<file path="src/rtl/fpu_addsub_arbiter.sv">
`timescale 1ns/1ps
// Shares one pipelined FP32 add/sub unit between NUM_REQ requesters and routes results back by tag.
// Define FPU_ARB_FIXED_PRIO_EN for fixed lowest-index-first priority; round-robin otherwise.
module fpu_addsub_arbiter #(
    parameter int NUM_REQ   = 4,
    parameter int SIZE_DATA = 32,
    parameter int NUM_OP    = 1,
    parameter int LATENCY   = 3
) (
    input  logic                          i_clk,
    input  logic                          i_rst_n,
    input  logic                          i_flush,
    input  logic [NUM_REQ-1:0]            i_req_valid,
    input  logic [NUM_REQ*NUM_OP-1:0]     i_req_op,
    input  logic [NUM_REQ*SIZE_DATA-1:0]  i_req_a,
    input  logic [NUM_REQ*SIZE_DATA-1:0]  i_req_b,
    output logic [NUM_REQ-1:0]            o_req_ready,
    output logic                          o_fpu_valid,
    output logic [NUM_OP-1:0]             o_fpu_op,
    output logic [SIZE_DATA-1:0]          o_fpu_a,
    output logic [SIZE_DATA-1:0]          o_fpu_b,
    input  logic                          i_fpu_valid,
    input  logic [SIZE_DATA-1:0]          i_fpu_result,
    output logic [NUM_REQ-1:0]            o_rsp_valid,
    output logic [SIZE_DATA-1:0]          o_rsp_data,
    output logic                          o_err
);

    localparam int ID_W   = $clog2(NUM_REQ);
    localparam int DROP_W = $clog2(LATENCY + 1);

    logic                 grant_any;
    logic [ID_W-1:0]      grant_id;
    logic                 issue_hs;
    logic [NUM_OP-1:0]    sel_op;
    logic [SIZE_DATA-1:0] sel_a;
    logic [SIZE_DATA-1:0] sel_b;
    logic [ID_W-1:0]      iss_id;

    logic                 tag_v  [LATENCY];
    logic [ID_W-1:0]      tag_id [LATENCY];
    logic                 tail_v;
    logic [ID_W-1:0]      tail_id;
    logic [NUM_REQ-1:0]   tail_onehot;
    logic                 rsp_match;
    logic                 mismatch;
    logic [DROP_W-1:0]    drop_cnt;

`ifdef FPU_ARB_FIXED_PRIO_EN
    // Descending scan so the lowest valid index is the last (winning) assignment.
    always_comb begin
        grant_any = 1'b0;
        grant_id  = '0;
        for (int i = NUM_REQ - 1; i >= 0; i--) begin
            if (i_req_valid[i]) begin
                grant_any = 1'b1;
                grant_id  = ID_W'(i);
            end
        end
    end
`else
    logic [ID_W-1:0] rr_ptr;
    logic [ID_W:0]   scan_idx;

    // Scan starts at rr_ptr and wraps; the extra bit holds the unwrapped sum.
    always_comb begin
        grant_any = 1'b0;
        grant_id  = '0;
        scan_idx  = '0;
        for (int i = 0; i < NUM_REQ; i++) begin
            scan_idx = {1'b0, rr_ptr} + (ID_W+1)'(i);
            if (scan_idx >= (ID_W+1)'(NUM_REQ)) begin
                scan_idx = scan_idx - (ID_W+1)'(NUM_REQ);
            end
            if (!grant_any && i_req_valid[scan_idx[ID_W-1:0]]) begin
                grant_any = 1'b1;
                grant_id  = scan_idx[ID_W-1:0];
            end
        end
    end

    always_ff @(posedge i_clk or negedge i_rst_n) begin
        if (!i_rst_n) begin
            rr_ptr <= '0;
        end else if (i_flush) begin
            rr_ptr <= '0;
        end else if (issue_hs) begin
            rr_ptr <= (grant_id == ID_W'(NUM_REQ - 1)) ? '0 : grant_id + ID_W'(1);
        end
    end
`endif

    // Handshake: requester k transfers op/a/b in the cycle where i_req_valid[k] and
    // o_req_ready[k] are both high; ready is combinational, one-hot, and never depends
    // on ready itself. A valid requester holds its payload until that cycle.
    assign issue_hs = grant_any && !i_flush && i_rst_n;

    always_comb begin
        o_req_ready = '0;
        for (int k = 0; k < NUM_REQ; k++) begin
            o_req_ready[k] = issue_hs && (grant_id == ID_W'(k));
        end
    end

    always_comb begin
        sel_op = '0;
        sel_a  = '0;
        sel_b  = '0;
        for (int k = 0; k < NUM_REQ; k++) begin
            if (grant_id == ID_W'(k)) begin
                sel_op = i_req_op[k*NUM_OP +: NUM_OP];
                sel_a  = i_req_a[k*SIZE_DATA +: SIZE_DATA];
                sel_b  = i_req_b[k*SIZE_DATA +: SIZE_DATA];
            end
        end
    end

    // Issue stage: operand registers hold when idle so the unit sees stable inputs.
    always_ff @(posedge i_clk or negedge i_rst_n) begin
        if (!i_rst_n) begin
            o_fpu_valid <= 1'b0;
            o_fpu_op    <= '0;
            o_fpu_a     <= '0;
            o_fpu_b     <= '0;
            iss_id      <= '0;
        end else if (i_flush) begin
            o_fpu_valid <= 1'b0;
            o_fpu_op    <= '0;
            o_fpu_a     <= '0;
            o_fpu_b     <= '0;
            iss_id      <= '0;
        end else begin
            o_fpu_valid <= issue_hs;
            if (issue_hs) begin
                o_fpu_op <= sel_op;
                o_fpu_a  <= sel_a;
                o_fpu_b  <= sel_b;
                iss_id   <= grant_id;
            end
        end
    end

    // Tag pipe: stage LATENCY-1 lines up with the cycle the unit returns the result.
    always_ff @(posedge i_clk or negedge i_rst_n) begin
        if (!i_rst_n) begin
            for (int i = 0; i < LATENCY; i++) begin
                tag_v[i]  <= 1'b0;
                tag_id[i] <= '0;
            end
        end else if (i_flush) begin
            for (int i = 0; i < LATENCY; i++) begin
                tag_v[i]  <= 1'b0;
                tag_id[i] <= '0;
            end
        end else begin
            tag_v[0]  <= o_fpu_valid;
            tag_id[0] <= iss_id;
            for (int i = 1; i < LATENCY; i++) begin
                tag_v[i]  <= tag_v[i-1];
                tag_id[i] <= tag_id[i-1];
            end
        end
    end

    assign tail_v  = tag_v[LATENCY-1];
    assign tail_id = tag_id[LATENCY-1];

    always_comb begin
        tail_onehot = '0;
        for (int k = 0; k < NUM_REQ; k++) begin
            if (tail_id == ID_W'(k)) begin
                tail_onehot[k] = 1'b1;
            end
        end
    end

    // Counts down the cycles in which results of flushed operations may still arrive.
    always_ff @(posedge i_clk or negedge i_rst_n) begin
        if (!i_rst_n) begin
            drop_cnt <= '0;
        end else if (i_flush) begin
            drop_cnt <= DROP_W'(LATENCY);
        end else if (drop_cnt != '0) begin
            drop_cnt <= drop_cnt - DROP_W'(1);
        end
    end

    assign rsp_match = tail_v && i_fpu_valid;
    assign mismatch  = (tail_v && !i_fpu_valid) ||
                       (!tail_v && i_fpu_valid && (drop_cnt == '0));

    always_ff @(posedge i_clk or negedge i_rst_n) begin
        if (!i_rst_n) begin
            o_rsp_valid <= '0;
            o_rsp_data  <= '0;
        end else if (i_flush) begin
            o_rsp_valid <= '0;
            o_rsp_data  <= '0;
        end else begin
            o_rsp_valid <= rsp_match ? tail_onehot : '0;
            if (rsp_match) begin
                o_rsp_data <= i_fpu_result;
            end
        end
    end

    always_ff @(posedge i_clk or negedge i_rst_n) begin
        if (!i_rst_n) begin
            o_err <= 1'b0;
        end else if (mismatch) begin
            o_err <= 1'b1;
        end
    end

endmodule

</file>
<file path="config.mk">
export PLATFORM = sky130hd
export DESIGN_NAME = fpu_addsub_arbiter
export DESIGN_NICKNAME = d
export VERILOG_FILES = /design/src/rtl/fpu_addsub_arbiter.sv
export SDC_FILE = /design/constraint.sdc
export NUM_CORES = 1
export LEC_CHECK = 0
export CAP_MARGIN = 20
export CORE_AREA = 2 2 160 162
export CTS_CLUSTER_SIZE = 8
export DETAILED_ROUTE_END_ITERATION = 7
export DIE_AREA = 0 0 162 164
export GPL_TIMING_DRIVEN = 0
export PLACE_DENSITY_LB_ADDON = 0.12
export SYNTH_ARGS = -nofsm -noshare
export SYNTH_HDL_FRONTEND = slang
export SYNTH_SLANG_ARGS = --single-unit
</file>
<file path="constraint.sdc">
create_clock -name i_clk -period 2.9 [get_ports i_clk]
set_input_delay 0.435 -clock i_clk [delete_from_list [all_inputs] [get_ports i_clk]]
set_output_delay 0.435 -clock i_clk [all_outputs]
set_load 0.1 [all_outputs]
</file>
==> qor.csv <==
metric,value,unit
status,"finished, final reports clean",
worst_setup_path_end_kind,output pin,
r2r-end,o_fpu_a[21],
hold_viol,0,
global_route.usage.met1,23.2,%
track_usage,20.4,%
final_nets,1281,
cts_made_buffers,17,
dr.pass1.iters,4,
hold_class,in -> async,
clk_root_buffer_cell,clkbuf_16,
port_buffers,406,
max_freq,365,MHz
place.gp.congestion,0.786,
critPathKind,reg -> out,
synth.distinct_cells,32,
antenna_found_initial,0,
start_util,22.7,%
fin_tns_setup,0,ns
final_cell_mix,"clkdlybuf4s50_1, dfrtp_1, nand2_1",
synthCells,546,
wl_per_cell,21.0,um
skew,0.0111,ns
syn_to_final_growth,92.5,%
cts_tree,done,
synth_area,5640,um2
die_h,164,um
drtIter0Drc,297,
overflow,0,
grt_max_degree,67,
cpMaxStageDelayCell,dfrtp_2,
htreeDepth,4,
postCtsHoldBufs,0,
clk_path_buf_depth,2,
rrSetupSlack,0.18,ns
r2r_cells,10,
layout-drive-gt1-share,8.00,%
worst_pin_slew,1.09,ns
period_minus_slack,2.74,ns
avgSynthCellArea,10.3,um2
placed_area,10200,um2
rsz0062_at_grt,false,
final_util,43.8,%
finalSetupViolCount,0,
ys_ff_latch,118,
p_leak,4.34,nW
worst_ep_arrival_time,2.30,ns
core,24800,um2
r2r_start,rr_ptr[1],
num-fill-cells,2480,
yosys-top-cells-area,"dfrtp_1, a221oi_1, o31ai_1",
clk_pin_slew,0.06,ns
dieWidth,162,um
yosysWarningCount,0,
grt_pass1_wl,40400,um
io_pins,407,
dp_hpwl,21500,um
finalMaxSlewViolations,0,
rows,58,
routed_via_density,4.82,
fin_crit_sh,94.5,%
clock_latency,0.41,ns
max_stage_delay,0.42,ns
cp-start-kind,register,
ant_nets,0,
cp_max_fo,10,
met2_usage,36.7,%
mostFrequentLayoutCell,clkdlybuf4s50_1,
power.density,596,nW/um2
critical_path.cell_chain,nand2b_1 > a21oi_1 > a311oi_2 > buf_4 > inv_1 > ha_1 > clkbuf_2 > and2_1 > buf_6,
fin_area,10900,um2
vias,6347,
postSynthNetCount,851,
synth-seq-area-share,52.3,%
die_area,26600,um2
wl,27700,um
synth_top_area_cell,dfrtp_1,
use_met3,5.76,%
antennaDiodeCount,0,
grt_pass1_vias,6671,
clock-sinks,118,
maxCapViolCount,0,
slew_headroom,27.1,%
busiest_layer,met2,
critPathRequiredTime,2.47,ns
synth_top_area_share,52.3,%
drc,0,
ir_drop,324,uV
## synth_stat cells
| master | instances |
|---|---|
| a211o_1 | 1 |
| a21oi_1 | 14 |
| a221oi_1 | 60 |
| a22o_1 | 35 |
| a311oi_1 | 1 |
| a32o_1 | 1 |
| and2_1 | 3 |
| and3_1 | 1 |
| buf_1 | 6 |
| buf_2 | 14 |
| buf_4 | 1 |
| buf_6 | 3 |
| clkbuf_1 | 34 |
| dfrtp_1 | 118 |
| ha_1 | 5 |
| inv_1 | 8 |
| inv_2 | 1 |
| mux2i_1 | 1 |
| nand2_1 | 75 |
| nand2b_1 | 2 |
| nor2_1 | 5 |
| nor2b_1 | 13 |
| nor4_1 | 1 |
| nor4b_1 | 1 |
| o21ai_0 | 17 |
| o22ai_1 | 60 |
| o2bb2a_1 | 1 |
| o31ai_1 | 60 |
| o41ai_2 | 1 |
| or2_1 | 1 |
| or2_2 | 1 |
| xor2_1 | 1 |
## repair_timing
| action | 4_1_cts | 5_1_grt |
|---|---|---|
| pin swaps | 1 | 1 |
| gates resized for setup | 51 | 10 |
| setup buffers | 3 | 2 |
| setup endpoints to repair | 64 | 28 |
## kinds of logic after synthesis
family                     after synthesis  share of synthesized area (%)
AOI/OAI and AO/OA                      251                           33.1
xor gates and xnor gates                 1                          0.155
DFF                                    118                           52.3
adders and majority gates                5                           1.11
and+or+nand+nor                        103                           7.92
muxes                                    1                          0.177
buffers and inverters                   67                           5.23
## power breakdown
group	switching [W]	internal, W	total [W]
clock	0.000808	0.00130	0.00211
sequential	0.0000728	0.00178	0.00185
combinational	0.00164	0.000871	0.00251
total	0.00252	0.00396	0.00647
## flip-flops by register name, indices dropped and copies added (netlist names)
register	flops
o_fpu_op	1
tag_id	4
o_err	1
o_fpu_valid	1
o_fpu_b	32
tag_v	2
rr_ptr	2
drop_cnt	2
iss_id	2
tail_v	1
tail_id	2
o_rsp_valid	4
o_fpu_a	32
o_rsp_data	32
## how the worst max path moves through the flow
stage	slack [ns]	endpoint	startpoint
5_1_grt	0.006	o_fpu_a[11]	rr_ptr[1]
6_report	0.16	o_req_ready[2]	rr_ptr[1]
4_1_cts	0.009	o_req_ready[3]	rr_ptr[1]
3_5_place_dp	-1.94	o_req_ready[1]	i_req_valid[0]
3_3_place_gp	-5.61	o_req_ready[0]	i_rst_n
2_1_floorplan	-0.17	o_req_ready[3]	rr_ptr[1]
## stage by stage
stage                     setup slack, ns  instances  total power (W)  hold slack [ns]
final                               0.160       1318          0.00647         0.000593
after floorplan                    -0.166        546          0.00336            0.139
after global placement              -5.61       1282          0.00435            0.442
after global routing              0.00592       1318          0.00677           0.0208
after detailed placement            -1.94       1283          0.00437            0.451
after CTS                         0.00874       1317          0.00654          0.00142
## per-layer routing
metal	part of all wire, %	vias up	routed length (um)
met3	7.0	34	1950
met4	2.7	0	742
met5	0	-	0
met1	39	3042	10900
li1	-	2995	-
met2	51	276	14100
## layout make-up
type | instances | area, um2 | share of cell area [%]
Buffer | 57 | 292 | 2.68
Clock buffer | 19 | 453 | 4.17
Clock inverter | 12 | 129 | 1.19
Inverter | 9 | 33.8 | 0.311
Multi-Input combinational cell | 361 | 2440 | 22.5
Sequential cell | 118 | 2950 | 27.2
Tap cell | 330 | 413 | 3.80
Timing Repair Buffer | 412 | 4150 | 38.2
## critical path: cells and delay by family (launching register included)
family	cells	cell delay, ns
buffers and inverters	4	0.71
adder cells (fa/ha/maj)	1	0.21
flip-flops	1	0.42
AND/OR/NAND/NOR	2	0.31
AO/OA/AOI/OAI	2	0.25
Power figures use the tool's default switching activity.
